## config.mk

```make
export PLATFORM = sky130hd
export DESIGN_NAME = buttons_debounce_flat
export DESIGN_NICKNAME = d
export VERILOG_FILES = /design/src/rtl/buttons_debounce_pkg.sv /design/src/rtl/buttons_debounce_if.sv /design/src/rtl/buttons_debounce_ch.sv /design/src/rtl/buttons_debounce.sv /design/src/flat_wrapper.sv
export SDC_FILE = /design/constraint.sdc
export NUM_CORES = 1
export LEC_CHECK = 0
export ABC_AREA = 1
export CORE_UTILIZATION = 45
export CTS_CLUSTER_DIAMETER = 60
export DETAILED_ROUTE_END_ITERATION = 16
export PLACE_DENSITY = 0.69
export SYNTH_ARGS = -nofsm -noshare
export SYNTH_HDL_FRONTEND = slang
export SYNTH_SLANG_ARGS = --single-unit
```

## constraint.sdc

```tcl
create_clock -name clk_i -period 1.73 [get_ports clk_i]
set_clock_uncertainty 0.15 [all_clocks]
set_input_delay 0.173 -clock clk_i [delete_from_list [all_inputs] [get_ports clk_i]]
set_output_delay 0.173 -clock clk_i [all_outputs]
set_load 0.05 [all_outputs]
```

## src/rtl/buttons_debounce_pkg.sv

```systemverilog
// Shared constants and types for the buttons_debounce block.
//   NUM_BUTTONS / NUM_SWITCHES : channel counts
//   DEF_*                      : default timing parameters (cycles at 27 MHz)
package buttons_debounce_pkg;

  localparam int unsigned NUM_BUTTONS  = 4;
  localparam int unsigned NUM_SWITCHES = 4;

  localparam int unsigned DEF_DEBOUNCE_CYCLES = 270000;   // 10 ms
  localparam int unsigned DEF_REPEAT_DELAY    = 13500000; // 500 ms
  localparam int unsigned DEF_REPEAT_PERIOD   = 2700000;  // 100 ms

  typedef logic [NUM_BUTTONS-1:0]  btn_vec_t;
  typedef logic [NUM_SWITCHES-1:0] sw_vec_t;

endpackage : buttons_debounce_pkg

```

## src/rtl/buttons_debounce_if.sv

```systemverilog
// Signal bundle between the board I/O side and the debouncer.
//   buttons, switches     : raw asynchronous levels (driven by master)
//   buttons_o, switches_o : debounced levels (driven by slave)
//   press_o, release_o    : one-cycle button event pulses (driven by slave)
interface buttons_debounce_if;
  import buttons_debounce_pkg::*;

  btn_vec_t buttons;
  sw_vec_t  switches;
  btn_vec_t buttons_o;
  sw_vec_t  switches_o;
  btn_vec_t press_o;
  btn_vec_t release_o;

  modport master (
    output buttons, switches,
    input  buttons_o, switches_o, press_o, release_o
  );

  modport slave (
    input  buttons, switches,
    output buttons_o, switches_o, press_o, release_o
  );

endinterface : buttons_debounce_if

```

## src/rtl/buttons_debounce_ch.sv

```systemverilog
// Single debounce channel: 2-flop synchronizer, stability counter, stable
// level q, registered output level and edge pulses.
//   i_clk, i_rst : clock, synchronous active-high reset
//   i_raw        : raw asynchronous input
//   i_rpt_c      : extra press request (auto-repeat), registered into o_rise
//   o_level      : debounced level
//   o_rise/o_fall: one-cycle pulses in the first cycle o_level changes
//                  (forced 0 when IS_BUTTON is 0)
module debounce_ch #(
  parameter int unsigned DEBOUNCE_CYCLES = 4,
  parameter bit          IS_BUTTON       = 1'b1
) (
  input  logic i_clk,
  input  logic i_rst,
  input  logic i_raw,
  input  logic i_rpt_c,
  output logic o_level,
  output logic o_rise,
  output logic o_fall
);

  localparam int unsigned       CNT_W   = (DEBOUNCE_CYCLES > 2) ? $clog2(DEBOUNCE_CYCLES) : 1;
  localparam logic [CNT_W-1:0]  CNT_MAX = CNT_W'(DEBOUNCE_CYCLES - 1);

  logic             r_sync1;
  logic             r_sync2;
  logic             r_q;
  logic [CNT_W-1:0] r_cnt;
  logic             r_level;
  logic             r_rise;
  logic             r_fall;

  // Synchronize, count disagreement cycles, then register level and edges.
  // o_level lags q by one cycle so the pulse lines up with the new level.
  // Repeat requests are gated by q so a press never lands on a release cycle.
  always_ff @(posedge i_clk) begin
    if (i_rst) begin
      r_sync1 <= 1'b0;
      r_sync2 <= 1'b0;
      r_q     <= 1'b0;
      r_cnt   <= '0;
      r_level <= 1'b0;
      r_rise  <= 1'b0;
      r_fall  <= 1'b0;
    end else begin
      r_sync1 <= i_raw;
      r_sync2 <= r_sync1;
      if (r_sync2 == r_q) begin
        r_cnt <= '0;
      end else if (r_cnt == CNT_MAX) begin
        r_q   <= r_sync2;
        r_cnt <= '0;
      end else begin
        r_cnt <= r_cnt + CNT_W'(1);
      end
      r_level <= r_q;
      r_rise  <= IS_BUTTON & ((r_q & ~r_level) | (r_q & i_rpt_c));
      r_fall  <= IS_BUTTON & (~r_q & r_level);
    end
  end

  assign o_level = r_level;
  assign o_rise  = r_rise;
  assign o_fall  = r_fall;

endmodule : debounce_ch

```

## src/rtl/buttons_debounce.sv

```systemverilog
// Debouncer for 4 push buttons and 4 slide switches with optional
// button auto-repeat.
//   clk_i, rst_i : clock, synchronous active-high reset
//   bus          : buttons_debounce_if slave (raw inputs in, debounced
//                  levels and press/release pulses out)
// Optional feature macro: BTN_AUTOREPEAT_EN adds per-button repeat counters.
module buttons_debounce
  import buttons_debounce_pkg::*;
#(
  parameter int unsigned DEBOUNCE_CYCLES = DEF_DEBOUNCE_CYCLES,
  parameter int unsigned REPEAT_DELAY    = DEF_REPEAT_DELAY,
  parameter int unsigned REPEAT_PERIOD   = DEF_REPEAT_PERIOD
) (
  input  logic               clk_i,
  input  logic               rst_i,
  buttons_debounce_if.slave  bus
);

  localparam int unsigned RPT_MAX = (REPEAT_DELAY > REPEAT_PERIOD) ? REPEAT_DELAY : REPEAT_PERIOD;
  localparam int unsigned RPT_W   = $clog2(RPT_MAX + 1);

  btn_vec_t w_btn_level;
  btn_vec_t w_press;
  btn_vec_t w_release;
  btn_vec_t w_rpt_c;
  sw_vec_t  w_sw_level;
  sw_vec_t  w_sw_rise_unused;
  sw_vec_t  w_sw_fall_unused;

  // Button channels.
  for (genvar i = 0; i < NUM_BUTTONS; i++) begin : g_btn
    debounce_ch #(
      .DEBOUNCE_CYCLES (DEBOUNCE_CYCLES),
      .IS_BUTTON       (1'b1)
    ) u_ch (
      .i_clk   (clk_i),
      .i_rst   (rst_i),
      .i_raw   (bus.buttons[i]),
      .i_rpt_c (w_rpt_c[i]),
      .o_level (w_btn_level[i]),
      .o_rise  (w_press[i]),
      .o_fall  (w_release[i])
    );
  end

  // Switch channels: level only, pulses tied off inside the channel.
  for (genvar i = 0; i < NUM_SWITCHES; i++) begin : g_sw
    debounce_ch #(
      .DEBOUNCE_CYCLES (DEBOUNCE_CYCLES),
      .IS_BUTTON       (1'b0)
    ) u_ch (
      .i_clk   (clk_i),
      .i_rst   (rst_i),
      .i_raw   (bus.switches[i]),
      .i_rpt_c (1'b0),
      .o_level (w_sw_level[i]),
      .o_rise  (w_sw_rise_unused[i]),
      .o_fall  (w_sw_fall_unused[i])
    );
  end

`ifdef BTN_AUTOREPEAT_EN
  logic [RPT_W-1:0] r_rpt_cnt [NUM_BUTTONS];
  btn_vec_t         r_rpt_active;
  btn_vec_t         r_rpt_first;

  // r_rpt_cnt holds cycles elapsed since the last press pulse; fire one
  // cycle early so the channel's register lands exactly on the interval.
  always_comb begin
    w_rpt_c = '0;
    for (int i = 0; i < NUM_BUTTONS; i++) begin
      w_rpt_c[i] = w_btn_level[i] & r_rpt_active[i] &
                   (r_rpt_cnt[i] == (r_rpt_first[i] ? RPT_W'(REPEAT_DELAY - 1)
                                                    : RPT_W'(REPEAT_PERIOD - 1)));
    end
  end

  // Arm on the first cycle the level is high (the press pulse cycle).
  always_ff @(posedge clk_i) begin
    if (rst_i) begin
      r_rpt_active <= '0;
      r_rpt_first  <= '0;
      for (int i = 0; i < NUM_BUTTONS; i++) r_rpt_cnt[i] <= '0;
    end else begin
      for (int i = 0; i < NUM_BUTTONS; i++) begin
        if (!w_btn_level[i]) begin
          r_rpt_active[i] <= 1'b0;
          r_rpt_first[i]  <= 1'b0;
          r_rpt_cnt[i]    <= '0;
        end else if (!r_rpt_active[i]) begin
          r_rpt_active[i] <= 1'b1;
          r_rpt_first[i]  <= 1'b1;
          r_rpt_cnt[i]    <= RPT_W'(1);
        end else if (w_rpt_c[i]) begin
          r_rpt_first[i]  <= 1'b0;
          r_rpt_cnt[i]    <= '0;
        end else begin
          r_rpt_cnt[i]    <= r_rpt_cnt[i] + RPT_W'(1);
        end
      end
    end
  end
`else
  logic [RPT_W-1:0] w_rpt_unused;
  assign w_rpt_unused = '0;
  assign w_rpt_c      = '0;
`endif

  assign bus.buttons_o  = w_btn_level;
  assign bus.switches_o = w_sw_level;
  assign bus.press_o    = w_press;
  assign bus.release_o  = w_release;

endmodule : buttons_debounce

```

## src/flat_wrapper.sv

```systemverilog
// flat-port wrapper written by rule: the top's interface ports become plain ports
module buttons_debounce_flat import buttons_debounce_pkg::*;
#(
  parameter int unsigned DEBOUNCE_CYCLES = DEF_DEBOUNCE_CYCLES,
  parameter int unsigned REPEAT_DELAY    = DEF_REPEAT_DELAY,
  parameter int unsigned REPEAT_PERIOD   = DEF_REPEAT_PERIOD
)
  (clk_i, rst_i, bus_buttons, bus_switches, bus_buttons_o, bus_switches_o, bus_press_o, bus_release_o);
  buttons_debounce_if bus_i ();
  input  logic clk_i;
  input  logic rst_i;
  input wire logic [$bits(bus_i.buttons)-1:0] bus_buttons;
  input wire logic [$bits(bus_i.switches)-1:0] bus_switches;
  output wire logic [$bits(bus_i.buttons_o)-1:0] bus_buttons_o;
  output wire logic [$bits(bus_i.switches_o)-1:0] bus_switches_o;
  output wire logic [$bits(bus_i.press_o)-1:0] bus_press_o;
  output wire logic [$bits(bus_i.release_o)-1:0] bus_release_o;
  assign bus_i.buttons = bus_buttons;
  assign bus_i.switches = bus_switches;
  assign bus_buttons_o = bus_i.buttons_o;
  assign bus_switches_o = bus_i.switches_o;
  assign bus_press_o = bus_i.press_o;
  assign bus_release_o = bus_i.release_o;
  buttons_debounce #(.DEBOUNCE_CYCLES(DEBOUNCE_CYCLES), .REPEAT_DELAY(REPEAT_DELAY), .REPEAT_PERIOD(REPEAT_PERIOD)) u_core (.clk_i(clk_i), .rst_i(rst_i), .bus(bus_i));
endmodule
```

# --- Word level (Yosys, flattened, before mapping) ---
# Index checks and enable logic that the tools add are counted.
word_totals:
  out_inout_bits: 16
  inputBits: 10
  elab_cells: 112
  reg_bits: 192
classes:
  n_eq_ne: 16
  n_bitwise: 24
  n_reduce_logical: 16
  addsub: 8
op_table:
  columns: ["operator", "count"]
  rows:
  - ["$add A19 B1 Y19 const B", 8]
  - ["$eq A19 B19 Y1 const B", 8]
  - ["$reduce_or A3 Y1", 8]
  - ["$not A1 Y1", 16]
  - ["$reduce_and A2 Y1", 8]
  - ["$and A1 B1 Y1", 8]
  - ["$eq A1 B1 Y1", 8]

# --- Depth between registers and ports, before layout ---
logic_depth:
  word_depth: 3
  mapped_depth: 9
  ltp_nobuf: 9

# --- Hierarchy ---
# A second synthesis with hierarchy kept.
unflattened:
  cells_unflattened: 1268
  area_unflattened_um2: 9479.1
modules_own_cells:
  columns: ["mod", "cells_each", "seq_area_each_um2", "area_each_um2", "n_inst"]
  rows:
  - ["debounce_ch at u_core.g_btn[0].u_ch ...", 163, 500.5, 1158.6, 4]
  - ["debounce_ch at u_core.g_sw[1].u_ch ...", 154, 460.4, 1241.2, 3]
  - ["debounce_ch at u_core.g_sw[0].u_ch", 153, 460.4, 1117.3, 1]
  - ["buttons_debounce", 1, 0.0, 3.8, 1]

# --- Worst setup path after synthesis ---
# No wires, ideal clock.
synth_path:
  kind: "register -> register"
  from: "register u_core.g_sw[1].u_ch.r_cnt[0]"
  to: "register u_core.g_sw[1].u_ch.r_cnt[0]"
  synth_period_minus_slack_ns: 1.572
  arrival_time_ns: 1.302
  setup_ns: 0.120
  t_required_ns: 1.460
  path_buffers: 1
  setup_slack_ns: 0.158
  stages_incl_launch_ff: 8
  path_cell_list: "dfxtp_1 -> ha_1 -> nand3_2 -> nor2_2 -> nand3_2 -> nand2_4 -> buf_6 -> nor2_1"
synth_via:
  elab_chain_cells: 2
  elab_cells_between_ends: 3
  cone_classes: "add/sub (1); eq/ne (1); reduce/logical (1)"
synth_lines:
  columns: ["element", "line_no", "rtl"]
  rows:
  - ["from (decl)", "buttons_debounce_ch.sv:28", "logic [CNT_W-1:0] r_cnt;"]
  - ["from (signal assigned)", "buttons_debounce_ch.sv:54", "r_cnt <= r_cnt + CNT_W'(1);"]
  - ["branches (longest 2 deep; another with $add A19 B1 Y19)", null, null]
# Parallel ways; which one is timed is not known.
# A chain may end at the register's enable or synchronous reset.

# --- Worst setup path after layout ---
layout_path:
  from: "register u_core.g_sw[1].u_ch.r_cnt[1]"
  to: "register u_core.g_sw[1].u_ch.r_cnt[11]"
# The elaborated chain is that of the path after synthesis.

==> metrics.csv <==
metric,value,unit
status,completed,
path_class,reg -> reg,
setup_ws,0.139,ns
pre_cts_slack,-0.0545,ns
layout-drive-gt1-share,9.43,%
rr_endpoint,u_core.g_sw[1].u_ch.r_cnt[11],
num_rows,52,
cts_made_buffers,17,
cp_num_buf_inv,0,
clock_sinks,192,
synth.yosys.seq_area_share,40.7,%
worstMarginPinSlew,0.331,ns
required,1.90,ns
fmax,0.629,GHz
period_share,91.9,%
synth_cells,1400,
worstHoldPathType,in -> reg,
wl,19100,um
clkSlewWorstSetupHoldPaths,0.07,ns
track_usage,18.3,%
p_per_area,815,nW/um^2
fp.dieH,147,um
hold_start,bus_switches[0],
cpLargestDelayFamily,simple AND/OR/NAND/NOR gates,
place_area,10000,sq um
cts_root_buf,clkbuf_16,
cts_max_level,4,
dieArea,21500,sq um
core_region_area,20400,sq um
ir_drop,0.000682,V
drtIter0Drc,348,
cts_tree,done,
reg2reg_slack,0.14,ns
r2r_cells,6,
arrival,1.76,ns
ys_seq_elements,192,
ios,26,
synth.area.top_cells,"dfxtp_1 41%, nand2_1 14%, nor2_1 13%, inv_1 6.0%, nand3_1 4.1%",
syn_nets,1418,
area_delta_synth_final,13.4,%
clk_path_buf_depth,2,
grt_max_degree,20,
antenna_found_initial,0,
rsz0062_at_grt,false,
r2r-start,u_core.g_sw[1].u_ch.r_cnt[1],
leakage,3.65,nW
finalHoldViolations,0,
fin_crit,1.59,ns
insertion_delay,0.43,ns
synth_top_cell_by_area,dfxtp_1,
crit_top_cell,nand3_2,
drc_errors,0,
maxCapViolations,0,
startpoint_type,register,
grt_pass1_vias,7524,
crit_chain,ha_1 -> nand3_2 -> nor2_2 -> nand3_2 -> nand2_4 -> a21oi_1,
cts_hold_buf,0,
synth-main-ff-cell,dfxtp_1,
cp_slowest_cell,dfxtp_1,
vias_per_cell,4.75,
vias,8233,
dp_hpwl,14000,um
synth_cell_type_count,32,
final_antenna_net_count,0,
crit_path_end_kind,register,
port_buffers,25,
drv_slew,0,
hold_path_end,u_core.g_sw[0].u_ch.r_sync1,
cpPeakStageDelay,0.36,ns
syn-cell-area,9430,sq um
yosys_warnings,0,
nNetsFinal,1468,
initial_core_util,46.3,%
max_slew_margin,77.8,%
synth.most_common_cell,nand2_1,
synthArstFlopShare,0,%
wire_per_inst,11.0,um
die_x,147,um
grt_overflow_total,0,
diodes,0,
synthTopCellsByCount,"363 x nand2_1, 333 x nor2_1, 192 x dfxtp_1",
setup_viol,0,
hold_depth,3,
first_pass_iters,6,
synth-edff-count,0,
synth.avg_cell_area,6.74,sq um
place_congestion,0.881,
setup_tns,0,ns
synth.top_cell.area_share,40.7,%
grt_pass1_wl,32700,um
worstPathMaxFanout,19,
postLayoutCellArea,10700,sq um
power,8.72,mW
[metrics by stage]
stage / instances / util, % / hold WS [ns]
floorplan: 1400 / - / 0.130
global placement: 1699 / 49.2 / 0.241
detailed placement: 1699 / 49.2 / 0.249
CTS: 1731 / 52.2 / 0.0862
global route: 1733 / 52.5 / 0.107
finish: 1733 / 52.5 / 0.104
[worst max path at each step]
stage                     slack (ns)                            end                     startpoint  cells after the start
after CTS                       0.02  u_core.g_btn[1].u_ch.r_cnt[2]  u_core.g_btn[1].u_ch.r_cnt[1]                      6
after floorplan                 0.16   u_core.g_sw[1].u_ch.r_cnt[0]   u_core.g_sw[1].u_ch.r_cnt[0]                      7
final                           0.14  u_core.g_sw[1].u_ch.r_cnt[11]   u_core.g_sw[1].u_ch.r_cnt[1]                      6
after detailed placement       -0.05  u_core.g_btn[1].u_ch.r_cnt[2]                          rst_i                      6
after global routing            0.02  u_core.g_sw[3].u_ch.r_cnt[18]   u_core.g_sw[3].u_ch.r_cnt[0]                      8
after global placement         -0.03  u_core.g_btn[1].u_ch.r_cnt[2]                          rst_i                      6
[repair_timing]
item | CTS | global route
buffers inserted | 0 | 2
endpoints found under the setup margin | 0 | 48
gates resized for setup | 0 | 6
[cells by family after synthesis]
group           after synthesis  synth area share (%)
fa+ha+maj                     8                  1.06
xor+xnor                     55                  5.11
flops                       192                  40.7
compound gates               95                  5.65
simple gates                868                  39.0
buf+inv                     182                  8.47
[tightest hold or removal path, cell delays in order]
cell and delay (ns):
clkdlybuf4s50_1 0.39, inv_1 0.05, nor2_1 0.03
[layout by cell type (no fill, tap or decap), types with 3 or more instances in the layout]
cell type	netlist	final
nand2_1	363	363
or2_0	13	13
a21oi_1	61	61
xnor2_1	17	17
inv_6	0	5
nand3_1	77	77
o21bai_4	3	4
bufinv_16	0	3
xor2_1	38	38
nor2_4	5	7
nor3_1	12	12
inv_1	151	151
nand2_4	3	3
o21ai_0	27	27
clkinvlp_4	0	3
clkdlybuf4s50_1	0	9
buf_4	18	47
nand2_2	3	3
nand4_1	22	22
nor2_2	17	16
ha_1	8	7
nand3_2	14	14
clkbuf_16	0	17
buf_12	0	3
nor2_1	333	332
dfxtp_1	192	191
[layer usage]
layer,vias to the layer above,global-route usage [%],part of all wire (%)
met2,131,30.7,46
li1,4432,-,-
met3,21,4.10,3.4
met5,-,0,0
met1,3649,23.4,49
met4,0,5.10,1.2
[report_power, final]
group	switching [mW]	total [mW]	internal, mW
sequential	0.0113	4.45	4.44
combinational	0.0816	0.146	0.0646
clock	1.77	4.12	2.35
[state kept, by name, summed over array words and instances, names as in the netlist]
signal                     cells
u_core.g_sw.u_ch.r_sync2       4
u_core.g_btn.u_ch.o_fall       4
u_core.g_sw.u_ch.r_cnt        76
u_core.g_btn.u_ch.r_q          4
u_core.g_btn.u_ch.r_sync1      4
u_core.g_btn.u_ch.o_level      4
u_core.g_sw.u_ch.r_sync1       4
u_core.g_btn.u_ch.o_rise       4
u_core.g_sw.u_ch.o_level       4
u_core.g_sw.u_ch.r_q           4
u_core.g_btn.u_ch.r_cnt       76
u_core.g_btn.u_ch.r_sync2      4
[final cells by class]
type	count	area, sq um
clock buffer	19	443
clock inverter	13	173
fill	1962	9670
inverter	154	579
multi-input combinational	1026	4810
sequential	192	3840
tap	270	338
timing repair buffer	59	503
(Power assumes the default switching activity.)
==> patch: new RTL, same flow settings <==
The option `BTN_AUTOREPEAT_EN` is turned on by a define.
--- a/src/rtl/buttons_debounce.sv
+++ b/src/rtl/buttons_debounce.sv
@@ -5,4 +5,6 @@
 //                  levels and press/release pulses out)
 // Optional feature macro: BTN_AUTOREPEAT_EN adds per-button repeat counters.
+`define BTN_AUTOREPEAT_EN
+
 module buttons_debounce
   import buttons_debounce_pkg::*;
Formal check against the unedited RTL: same outputs for any inputs over 10 cycles, from zero or initial values and one cycle with rst_i high; that may be too few to reach the edited logic, so the function may still have changed.
==> patch against the original RTL <==
The run now ends with setup timing left. Power grew 79%. Critical path depth grew 3. Synthesized cell count grew 54%. Via count grew 73%. Setup slack lost 0.21 ns. Largest power group is now the clock network. Largest cell class unchanged. Cell count grew 68%. Cell area grew 82%. First-iteration DRC count grew 130%. Area after synthesis grew 63%. Clock power grew 82%. Wire length grew 83%. Sequential cell count grew 104.
==> patch: results (changes against the original RTL) <==
| Metric | Value |
|---|---|
| Outcome | `complete, but fails checks` |
| Failing checks | `setup timing` |
| Setup violations, final | `45 (+45)` |
| Design internal power | `0.01219 W (+78%)` |
| Initial standard-cell utilization of the core | `45.75% (-0.57 points)` |
| Placer congestion estimate | `0.9146 (+3.8%)` |
| Fraction of the mapped netlist area in compound gates | `4.649% (-1.0 points)` |
| Fraction of area in clock buffers and inverters | `6.184% (+0.43 points)` |
| Clock group total power | `0.00750 W (+82%)` |
| Total area of multi-input combinational cells | `8313 µm² (+73%)` |
| GR met2 Demand/Resource | `33.51% (+2.8 points)` |
| Net switching fraction of the power | `21.73% (+0.32 points)` |
| Routed wl met2 | `17.09 mm (+95%)` |
| Largest registers | `u_core.r_rpt_cnt (96), u_core.g_btn.u_ch.r_cnt (76), u_core.g_sw.u_ch.r_cnt (76)` |
| Crit-path max FO | `6 (-13)` |
| Cell area reported after detailed placement | `17290 µm² (+73%)` |
| IR drop worst, VDD | `0.7039 mV (+3.2%)` |
| DRC violation total after the first TritonRoute iteration | `799 (+130%)` |
| H-tree depth reported by CTS | `2 (-2)` |
| Final worst setup slack | `-0.06838 ns (-0.2078 ns)` |
| Number of vias in the routed layout | `14250 (+73%)` |
| Number of filler instances in the final layout | `3053 (+56%)` |
| Fraction of the mapped netlist area in adder cells | `0.9786% (-0.082 points)` |
| Static leakage | `7.223 nW (+98%)` |
| Distinct cell type count after synthesis | `36 (+13%)` |
-- patch: changes by cell type after synthesis, moves of 26 or more --
cell	delta
sky130_fd_sc_hd__xnor2_1	+26
sky130_fd_sc_hd__nor3_1	+30
sky130_fd_sc_hd__a21oi_1	+43
sky130_fd_sc_hd__nor2_1	+180
sky130_fd_sc_hd__nand3_1	+38
sky130_fd_sc_hd__inv_1	+79
sky130_fd_sc_hd__edfxtp_1	+96
sky130_fd_sc_hd__nand2_1	+189
sky130_fd_sc_hd__nand4_1	+30
-- patch: path summary, 6_finish.rpt --
kind	to	slack, ns	depth (start not counted)
max	u_core.r_rpt_cnt[0][64]	-0.07	9
min	u_core.g_sw[0].u_ch.r_sync1	0.03	3
max reg2reg	u_core.r_rpt_cnt[0][64]	-0.07	9
min reg2reg	u_core.g_sw[2].u_ch.r_sync2	0.25	2
-- patch: repair_timing --
action / in CTS / in global routing
pin swaps: 7 / 33
gates resized for setup: 21 / 154
setup buffers: 3 / 13
cloned: 0 / 13
setup endpoints to repair: 139 / 236
